<file path="config.mk">
export PLATFORM = sky130hd
export DESIGN_NAME = mac_argmax_flat
export DESIGN_NICKNAME = d
export VERILOG_FILES = /design/src/rtl/mac_argmax_if.sv /design/src/rtl/mac_argmax.sv /design/src/flat_wrapper.sv
export SDC_FILE = /design/constraint.sdc
export NUM_CORES = 1
export LEC_CHECK = 0
export CORE_MARGIN = 2
export CORE_UTILIZATION = 53
export DETAILED_ROUTE_END_ITERATION = 6
export PLACE_DENSITY = 0.83
export SLEW_MARGIN = 30
export SYNTH_ARGS = -nofsm -noshare
export SYNTH_HDL_FRONTEND = slang
export SYNTH_SLANG_ARGS = --single-unit
</file>
<file path="constraint.sdc">
create_clock -name clk -period 2.8 [get_ports clk]
set_input_delay 0.28 -clock clk [delete_from_list [all_inputs] [get_ports clk]]
set_output_delay 0.28 -clock clk [all_outputs]
set_load 0.1 [all_outputs]
</file>
<file path="src/rtl/mac_argmax_if.sv">
// Handshake bundle between the score stream, the argmax block and the result consumer.
// Ports: start/in_valid/din/out_ready driven by master; in_ready/out_valid/class_idx/class_score/busy by slave.
// master = producer/consumer side (testbench or surrounding datapath), slave = mac_argmax.
interface mac_argmax_if #(
   parameter int DW    = 22,
   parameter int IDX_W = 4
);
   logic             start;
   logic             in_valid;
   logic             in_ready;
   logic [DW-1:0]    din;
   logic             out_valid;
   logic             out_ready;
   logic [IDX_W-1:0] class_idx;
   logic [DW-1:0]    class_score;
   logic             busy;

   modport master (
      output start, in_valid, din, out_ready,
      input  in_ready, out_valid, class_idx, class_score, busy
   );

   modport slave (
      input  start, in_valid, din, out_ready,
      output in_ready, out_valid, class_idx, class_score, busy
   );
endinterface

</file>
<file path="src/rtl/mac_argmax.sv">
// Purpose: tracks the largest signed score over N_CLASSES beats and reports its index and value.
// Latency: result valid the cycle after the last beat is accepted; one beat per cycle while collecting.
// Backpressure: result held with out_valid until out_ready; no new beats accepted until consumed.
// Ports: clk, rst (sync, active-low), bus (mac_argmax_if.slave: start, in_valid/in_ready/din,
//        out_valid/out_ready/class_idx/class_score, busy).
module mac_argmax #(
   parameter int N_CLASSES = 10,
   parameter int DW        = 22,
   parameter int IDX_W     = 4
) (
   input logic         clk,
   input logic         rst,
   mac_argmax_if.slave bus
);

   typedef enum logic [1:0] {
      IDLE    = 2'd0,
      COLLECT = 2'd1,
      DONE    = 2'd2
   } state_t;

   localparam logic [IDX_W-1:0] LAST = IDX_W'(N_CLASSES - 1);

   state_t                  state;
   logic [IDX_W-1:0]        cnt;
   logic [IDX_W-1:0]        best_idx;
   logic signed [DW-1:0]    best_score;
   logic                    in_ready_r;
   logic                    out_valid_r;
   logic                    busy_r;
   logic [IDX_W-1:0]        class_idx_r;
   logic [DW-1:0]           class_score_r;

   logic signed [DW-1:0]    din_s;
   logic                    take_new;

   assign din_s    = bus.din;
   // First beat of an image always seeds the running max; later beats need a strict win,
   // so on ties the earlier (lower) index is kept.
   assign take_new = (cnt == '0) || (din_s > best_score);

   assign bus.in_ready    = in_ready_r;
   assign bus.out_valid   = out_valid_r;
   assign bus.busy        = busy_r;
   assign bus.class_idx   = class_idx_r;
   assign bus.class_score = class_score_r;

   always_ff @(posedge clk) begin
      if (!rst) begin
         state         <= IDLE;
         cnt           <= '0;
         best_idx      <= '0;
         best_score    <= '0;
         in_ready_r    <= 1'b0;
         out_valid_r   <= 1'b0;
         busy_r        <= 1'b0;
         class_idx_r   <= '0;
         class_score_r <= '0;
      end else begin
         case (state)
            IDLE: begin
               if (bus.start) begin
                  state      <= COLLECT;
                  cnt        <= '0;
                  in_ready_r <= 1'b1;
                  busy_r     <= 1'b1;
               end
            end

            COLLECT: begin
               // A restart wins over any beat presented in the same cycle.
               if (bus.start) begin
                  cnt <= '0;
               end else if (bus.in_valid) begin
                  if (take_new) begin
                     best_score <= din_s;
                     best_idx   <= cnt;
                  end
                  if (cnt == LAST) begin
                     // Load the result straight from this beat's decision so the
                     // output is final one cycle after the last beat.
                     state         <= DONE;
                     in_ready_r    <= 1'b0;
                     out_valid_r   <= 1'b1;
                     class_idx_r   <= take_new ? cnt : best_idx;
                     class_score_r <= take_new ? bus.din : best_score;
                  end else begin
                     cnt <= cnt + 1'b1;
                  end
               end
            end

            DONE: begin
               if (bus.out_ready) begin
                  state       <= IDLE;
                  out_valid_r <= 1'b0;
                  busy_r      <= 1'b0;
               end
            end

            default: begin
               state       <= IDLE;
               in_ready_r  <= 1'b0;
               out_valid_r <= 1'b0;
               busy_r      <= 1'b0;
            end
         endcase
      end
   end

endmodule

</file>
<file path="src/flat_wrapper.sv">
// flat-port wrapper written by rule: the top's interface ports become plain ports
module mac_argmax_flat 
#(
   parameter int N_CLASSES = 10,
   parameter int DW        = 22,
   parameter int IDX_W     = 4
)
  (clk, rst, bus_start, bus_in_valid, bus_din, bus_out_ready, bus_in_ready, bus_out_valid, bus_class_idx, bus_class_score, bus_busy);
  mac_argmax_if #(.DW(DW), .IDX_W(IDX_W)) bus_i ();
  input logic clk;
  input logic rst;
  input wire logic [$bits(bus_i.start)-1:0] bus_start;
  input wire logic [$bits(bus_i.in_valid)-1:0] bus_in_valid;
  input wire logic [$bits(bus_i.din)-1:0] bus_din;
  input wire logic [$bits(bus_i.out_ready)-1:0] bus_out_ready;
  output wire logic [$bits(bus_i.in_ready)-1:0] bus_in_ready;
  output wire logic [$bits(bus_i.out_valid)-1:0] bus_out_valid;
  output wire logic [$bits(bus_i.class_idx)-1:0] bus_class_idx;
  output wire logic [$bits(bus_i.class_score)-1:0] bus_class_score;
  output wire logic [$bits(bus_i.busy)-1:0] bus_busy;
  assign bus_i.start = bus_start;
  assign bus_i.in_valid = bus_in_valid;
  assign bus_i.din = bus_din;
  assign bus_i.out_ready = bus_out_ready;
  assign bus_in_ready = bus_i.in_ready;
  assign bus_out_valid = bus_i.out_valid;
  assign bus_class_idx = bus_i.class_idx;
  assign bus_class_score = bus_i.class_score;
  assign bus_busy = bus_i.busy;
  mac_argmax #(.N_CLASSES(N_CLASSES), .DW(DW), .IDX_W(IDX_W)) u_core (.clk(clk), .rst(rst), .bus(bus_i));
endmodule
</file>
Word level (Yosys, flattened, before mapping)
Cells that the tools add are included.
- flip-flop bits (word level): 61
- bits of input ports: 27
- equal/unequal tests: 10
- muxes and demuxes: 24
- order comparisons: 1
- bitwise logic cells: 4
- reduce and logical (&&, ||, !) cells: 11
- add/subtract/negate cells: 1
- operator list (kind ; number):
    $gt A22 B22 Y1 ; 1
    $mux W22 ; 1
    $mux W4 ; 5
    $reduce_and A5 Y1 ; 3
    $mux W2 ; 5
    $pmux W1 S3 ; 3
    $mux W1 ; 8
    $ne A2 B2 Y1 const B ; 4
    $pmux W4 S2 ; 1
    $reduce_and A4 Y1 ; 2
    $ne A3 B3 Y1 const B ; 2
    $pmux W2 S3 ; 1
    $reduce_and A3 Y1 ; 2
    $add A4 B1 Y4 const B ; 1
    $eq A4 B4 Y1 const B ; 1
    $logic_not A4 Y1 ; 1
    $not A1 Y1 ; 4
    $eq A2 B1 Y1 const B ; 1
    $eq A2 B2 Y1 const B ; 1
    $logic_not A2 Y1 ; 1
    $ne A2 B1 Y1 const B ; 1
    $reduce_bool A2 Y1 ; 1
    $logic_or A1 B1 Y1 ; 1

Depth between registers and ports, before layout
Gate-level depths: netlist of run 1.
- depth in word-level cells: 5
- mapped depth: 11
- mapped depth without buffers: 9

Worst setup path before layout of run 1
No wires, ideal clock.
- path type: register to register
- from: register u_core.best_score[21]
- to: register u_core.class_score_r[10], in the netlist u_core.bus.class_score[10]
- slack: 0.317 ns
- arrival: 2.350 ns
- cell stages (with the launch flop): 11
- clock period less this slack: 2.483 ns
- path buffers: 1
- data required time: 2.667 ns
- cell sequence: dfxtp_1 inv_1 ha_1 nand4_2 nor4_4 o31ai_1 and3_4 nor3_4 buf_6 mux2i_1 a21oi_1
- word-level cells in the longest chain between the ends: 3
- ends and longest elaborated chain (what ; RTL line ; RTL):
    start, declared ; mac_argmax.sv:27 ; logic signed [DW-1:0] best_score;
    start signal, assigned ; mac_argmax.sv:76 ; best_score <= din_s;
    $gt A22 B22 Y1 ; mac_argmax.sv:40 ; assign take_new = (cnt == '0) || (din_s > best_score);
    $logic_or A1 B1 Y1 ; mac_argmax.sv:40 ;
    $mux W22 ; mac_argmax.sv:86 ; class_score_r <= take_new ? bus.din : best_score;
    end signal, assigned ; mac_argmax.sv:86 ;
    end, declared ; mac_argmax.sv:32 ; logic [DW-1:0] class_score_r;
Every way passes these cells.
A chain may end at the register's enable or synchronous reset.

Final worst setup path of run 1
- from: input bus_din[17]
- to: register u_core.best_score[14]
- word-level cells in the longest chain between the ends: 3
- ends and longest elaborated chain (what ; RTL line ; RTL):
    start, declared ; flat_wrapper.sv:14 ; input wire logic [$bits(bus_i.din)-1:0] bus_din;
    $gt A22 B22 Y1 ; mac_argmax.sv:40 ;
    $logic_or A1 B1 Y1 ; mac_argmax.sv:40 ;
    $mux W22 ; - ;
Every way passes these cells.

==> metrics, run 1 <==
DR DRC count 0; leakage 1.60 nW; slowest cell on the critical path clkdlybuf4s50_1; IO Port Bufs 55; Pre-Repair DR Iteration Count 4; pin count of the biggest net entering global routing 52; area leader, netlist dfxtp_1; delay of the slowest critical-path stage 470 ps; syn_nets 422; clock tree sinks 61; cells along the critical path clkdlybuf4s50_1, ha_1, nand4_1, nor4_4, o31ai_1, and3_4, o31ai_4, buf_4, nand3_1, o21ai_0; Crit Path Max Fanout 19; synthesis warning total 0; distinct cell type count after synthesis 40; synth top area cells dfxtp_1 (39%), ha_1 (10%), o21ai_0 (8.8%), mux2i_1 (8.0%), a21oi_1 (6.3%); most common cell in the netlist dfxtp_1; crit path capture type flop; Slew Viols, Final 0; Fin. Hold Viols 0; post-layout net count 485; diode count 0; crit path DAT 2860 ps; Post-synth ARST share 0; hold buffers post-CTS 0; Starting Density 0.556; GRT Total Usage 0.217; Crit path required time 3060 ps; Post-synth top cells dfxtp_1 (61), o21ai_0 (55), a21oi_1 (39), nand2_1 (33), inv_1 (29); vias post-DR 2793; register area share after synthesis 0.391; clock buffer depth 2; HPWL Detailed 4.70 mm; die outline height 80.7 um; CP startpoint bus_din[17]; share of cells above drive strength 1 0.162; Setup violations, final 0; total grt overflow 0; CTS tree built; min-delay worst type reg2reg; fmax 0.384 GHz; Resize count post-CTS 0; synthesized cell area 3120 um^2; root buffer cell clkbuf_8; Filler cells 470; initial DRC count 126; maximum VDD drop 248 uV; Detail Route Antenna Nets 0; Syn Area/Cell 8.43 um^2; hold wc startpoint u_core.bus.busy$_SDFFE_PN0P_; placed insts 494; FF+latch count, synth 61; Slew headroom 0.442; initial antenna violation count 0; outcome finished clean; H-tree depth 3; die area 6520 um^2; core region area 5610 um^2; first-pass GRT wire length 11.1 mm; Final GP Congestion 0.816; Crit path buffers/inverters 2; Top FF cell, synth dfxtp_1; register area 1220 um^2; number of flops mapped to enable cells by yosys 0; Core Util, Final 0.702; post-synth top area share 0.391; vias in the first global route 2494; Least-Margin Pin Slew 837 ps; Final Non-Filler Cells 510; number of max-cap violations 0; DRT Wirelength 6.80 mm; wire per inst 13.3 um; area grow syn2layout 26.1%; Clk Latency, worst-skew pair 340 ps; multi-input logic area 1700 um^2; TritonCTS Buffers 9; row count 27; Synth Instances 370; power per cell area 489 nW/um^2; I/O Pins 56; RSZ-0062 raised after global routing no; period utilization 0.929; Crit Path Class in2reg; R2R Path Start u_core.best_score[4]$_SDFFE_PN0P_; Setup Buffers After CTS 0; Clock Skews 5.44 ps; clock-pin slew on the worst setup and hold paths 70 ps; Via density 5.48; die width 80.7 um; nature of the critical path startpoint primary input; crit-path leading delay family simple AND/OR/NAND/NOR gates; minimum clock period 2600 ps
## kinds of logic after synthesis
group / count (synthesis) / synth area share
AO/OA/AOI/OAI: 109 / 0.192
AND/OR/NAND/NOR: 96 / 0.158
flip-flops: 61 / 0.391
buffers and inverters: 51 / 0.0698
multiplexers: 25 / 0.0802
adder cells (fa/ha/maj): 25 / 0.100
XOR/XNOR: 3 / 0.00842
## sequential cells by signal, summed over array words and instances (netlist names)
signal	cells
u_core.state	2
u_core.best_score	22
u_core.bus.out_valid	1
u_core.cnt	4
u_core.bus.busy	1
u_core.bus.in_ready	1
u_core.best_idx	4
u_core.bus.class_score	22
u_core.bus.class_idx	4
## worst register-to-register path, stage by stage, from the launching register on
cell and delay (ps):
dfxtp_1 350, inv_1 50, ha_1 300, and4_1 220, o21a_1 100, o31ai_1 350, a21oi_1 240, o31ai_4 350
buf_4 270, nand3_1 100, o21ai_0 120
## layout by cell type (no fill, tap or decap), types with 3 or more instances in the layout
cell type / count
mux2i_1: 25
dfxtp_1: 61
nand3_1: 28
ha_1: 25
nand2_1: 33
o21ai_0: 55
a21oi_1: 39
nand4_1: 4
a41o_1: 3
clkbuf_8: 10
clkinv_2: 4
inv_1: 29
nor2_1: 12
clkdlybuf4s50_1: 25
and3_1: 3
buf_4: 47
## final cells by class
class                      instances  area share
multi-input combinational        258       0.431
sequential                        61       0.310
timing repair buffer              74       0.160
clock buffer                      11      0.0359
inverter                          29      0.0277
tap                               72      0.0229
clock inverter                     5      0.0127
## metal layers
layer	vias to the layer above	GRT usage	share of wire
li1	1426	-	-
met4	0	0.102	0.016
met1	1283	0.276	0.47
met2	73	0.354	0.45
met5	-	0	0
met3	11	0.0411	0.059
## worst paths after layout
| path | end | slack [ps] | cells after the start |
|---|---|---|---|
| max | u_core.best_score[14]$_SDFFE_PN0P_ | 200 | 10 |
| min | u_core.bus.busy$_SDFFE_PN0P_ | 480 | 2 |
| max reg2reg | u_core.best_score[14]$_SDFFE_PN0P_ | 250 | 10 |
| min reg2reg | u_core.bus.busy$_SDFFE_PN0P_ | 480 | 2 |
## per-stage QoR
stage	hold WS [ps]	setup WS (ps)	power, W	cell area (um^2)	setup TNS [ps]
after floorplan	420	317	0.00107	3120	0
after global placement	454	-77.6	0.00117	3740	-1950
after detailed placement	471	-148	0.00117	3740	-4610
after CTS	486	179	0.00193	3940	0
after global routing	499	49.8	0.00201	3940	0
final	485	198	0.00192	3940	0
## power by group
| group | internal [W] | switching, W |
|---|---|---|
| Clock | 0.000429 | 0.000336 |
| Combinational | 0.000118 | 0.000145 |
| Sequential | 0.000882 | 0.0000130 |
Power figures use the tool's default switching activity.
==> run 2: changes to the inputs <==
--- a/config.mk
+++ b/config.mk
@@ -8,7 +8,7 @@
 export CORE_MARGIN = 2
 export CORE_UTILIZATION = 53
 export DETAILED_ROUTE_END_ITERATION = 6
-export PLACE_DENSITY = 0.83
+export PLACE_DENSITY_LB_ADDON = 0.2
 export SLEW_MARGIN = 30
 export SYNTH_ARGS = -nofsm -noshare
 export SYNTH_HDL_FRONTEND = slang
==> run 2 against run 1 <==
Compared with the run above: worst hold slack lost 13 ps; global-route usage grew 0.67 points; via count decreased by 0.75%; sequential share of layout area shrank 0.50 points; worst setup slack improved by 22 ps; utilization up 1.2 points; cell count up 0.20%; first-iteration DRC count down 4.8%; routed wire length increased by 0.29%; critical path type unchanged; critical endpoint is now u_core.best_score[11]$_SDFFE_PN0P_.
==> metrics, run 2 (synthesized netlist as in run 1, its figures left out) <==
FF-to-FF setup slack 240 ps (was 250 ps); Final GP Congestion 0.810 (was 0.816); Filler cells 447 (was 470); sum of routed wire segments on met1 3.21 mm (was 3.22 mm); number of max-cap violations 0 (unchanged); Via density 5.42 (was 5.48); depth of the worst hold-timing path 2 (unchanged); total grt overflow 0 (unchanged); area grow syn2layout 28.2% (was 26.1%); die width 80.7 um (unchanged); DR WL met2 3.19 mm (was 3.07 mm); H-tree depth 3 (unchanged); maximum VDD drop 312 uV (was 248 uV); clock-pin slew on the worst setup and hold paths 70 ps (about the same); Crit Path Max Fanout 16 (was 19); DRT Wirelength 6.82 mm (was 6.80 mm); crit path capture type flop (unchanged); Slew Viols, Final 0 (unchanged); most frequent cells in the layout dfxtp_1 (61), o21ai_0 (55), buf_4 (48), a21oi_1 (39), nand2_1 (33) (was dfxtp_1 (61), o21ai_0 (55), buf_4 (47), a21oi_1 (39), nand2_1 (33)); hold wc startpoint u_core.bus.class_idx[2]$_SDFFE_PN0P_ (was u_core.bus.busy$_SDFFE_PN0P_); leakage 1.63 nW (was 1.60 nW); clock buffer depth 2 (unchanged); outcome finished clean (unchanged); row count 27 (unchanged); root buffer cell clkbuf_8 (unchanged); DR DRC count 0 (unchanged); period utilization 0.921 (was 0.929); TritonCTS Buffers 9 (unchanged); Reg2Reg Depth 10 (unchanged); initial antenna violation count 0 (unchanged); hold endpoint u_core.bus.class_idx[2]$_SDFFE_PN0P_ (was u_core.bus.busy$_SDFFE_PN0P_); Core Util, Final 0.713 (was 0.702); register area 1220 um^2 (unchanged); Hold Slack 472 ps (was 485 ps); Clk Latency, worst-skew pair 340 ps (about the same); vias post-DR 2772 (was 2793); die outline height 80.7 um (unchanged); pin count of the biggest net entering global routing 49 (was 52); Slew headroom 0.475 (was 0.442); wire per inst 13.4 um (was 13.3 um); commonest non-fill, non-tap cell in the layout dfxtp_1 (unchanged); Crit path required time 3060 ps (about the same); minimum clock period 2580 ps (was 2600 ps); Setup violations, final 0 (unchanged); crit path DAT 2840 ps (was 2860 ps); GRT Total Usage 0.223 (was 0.217); reg-to-reg endpoint u_core.best_score[11]$_SDFFE_PN0P_ (was u_core.best_score[14]$_SDFFE_PN0P_); die area 6520 um^2 (unchanged); core region area 5610 um^2 (unchanged); Fin. Hold Viols 0 (unchanged); min-delay worst type reg2reg (unchanged); IO Port Bufs 55 (unchanged); top routing layer in use met4 (unchanged); Pre-Repair DR Iteration Count 4 (unchanged); R2R Path Start u_core.best_score[17]$_SDFFE_PN0P_ (was u_core.best_score[4]$_SDFFE_PN0P_); Clock Skews 5.55 ps (was 5.44 ps); post-layout net count 486 (was 485); first-pass GRT wire length 11.3 mm (was 11.1 mm); share of cells above drive strength 1 0.169 (was 0.162); nature of the critical path startpoint primary input (unchanged); clock tree sinks 61 (unchanged); CTS tree built (unchanged); Setup Buffers After CTS 0 (unchanged); power per cell area 525 nW/um^2 (was 489 nW/um^2); diode count 0 (unchanged); Least-Margin Pin Slew 787 ps (was 837 ps); Starting Density 0.556 (unchanged); met3 WL 282 um (was 400 um); multi-input logic area 1700 um^2 (about the same); CP startpoint bus_din[17] (unchanged); fmax 0.388 GHz (was 0.384 GHz); I/O Pins 56 (unchanged); vias in the first global route 2519 (was 2494); HPWL Detailed 4.95 mm (was 4.70 mm); Detail Route Antenna Nets 0 (unchanged); Crit Path Class in2reg (unchanged); initial DRC count 120 (was 126)
run 2: through the flow:
stage / setup WS [ps] / area [um^2] / setup TNS (ps) / total power (W) / instances
finish: 220 / 4000 / 0 / 0.00210 / 511
floorplan: 317 / 3120 / 0 / 0.00107 / 370
global placement: -33.6 / 3750 / -410 / 0.00117 / 495
global route: -1.71 / 4000 / -1.71 / 0.00218 / 511
detailed placement: -144 / 3750 / -4870 / 0.00118 / 495
CTS: 176 / 4000 / 0 / 0.00211 / 511
run 2: power breakdown:
part	leakage (nW)	switching (W)	internal (W)
registers	0.493	0.0000128	0.000882
clock network	0.126	0.000342	0.000597
logic	1.01	0.000145	0.000119
run 2: worst max-delay path, stage by stage:
cell and delay (ps):
clkdlybuf4s50_1 450, ha_1 340, nand4_1 200, nor4_4 370
o31ai_2 140, and3_4 220, o31ai_4 370, buf_4 270
nand3_1 90, o21ai_0 110
run 2: cell type report:
cell class                      instances  area share
Timing Repair Buffer                   75       0.159
Clock inverter                          3      0.0163
Tap cell                               72      0.0225
Multi-Input combinational cell        258       0.425
Inverter                               29      0.0272
Clock buffer                           13      0.0447
Sequential cell                        61       0.305
run 2: repair_timing:
item | 4_1_cts | 5_1_grt
resized for setup | 0 | 1
hold buffers | 0 | 0
endpoints found under the setup margin | 0 | 8
run 2: worst max-delay path by stage:
stage | end | slack, ps | cells past startpoint
2_1_floorplan | u_core.bus.class_score[10]$_SDFFE_PN0P_ | 320 | 10
3_3_place_gp | u_core.best_score[9]$_SDFFE_PN0P_ | -30 | 10
3_5_place_dp | u_core.bus.class_score[7]$_SDFFE_PN0P_ | -140 | 10
4_1_cts | u_core.best_score[7]$_SDFFE_PN0P_ | 180 | 10
5_1_grt | u_core.best_score[9]$_SDFFE_PN0P_ | -2 | 10
6_report | u_core.best_score[11]$_SDFFE_PN0P_ | 220 | 10
run 2: routing by layer:
metal  track usage  vias to the layer above
met5             0                        -
met4         0.107                        0
met3        0.0489                       15
met2         0.346                       59
met1         0.297                     1267
li1              -                     1431
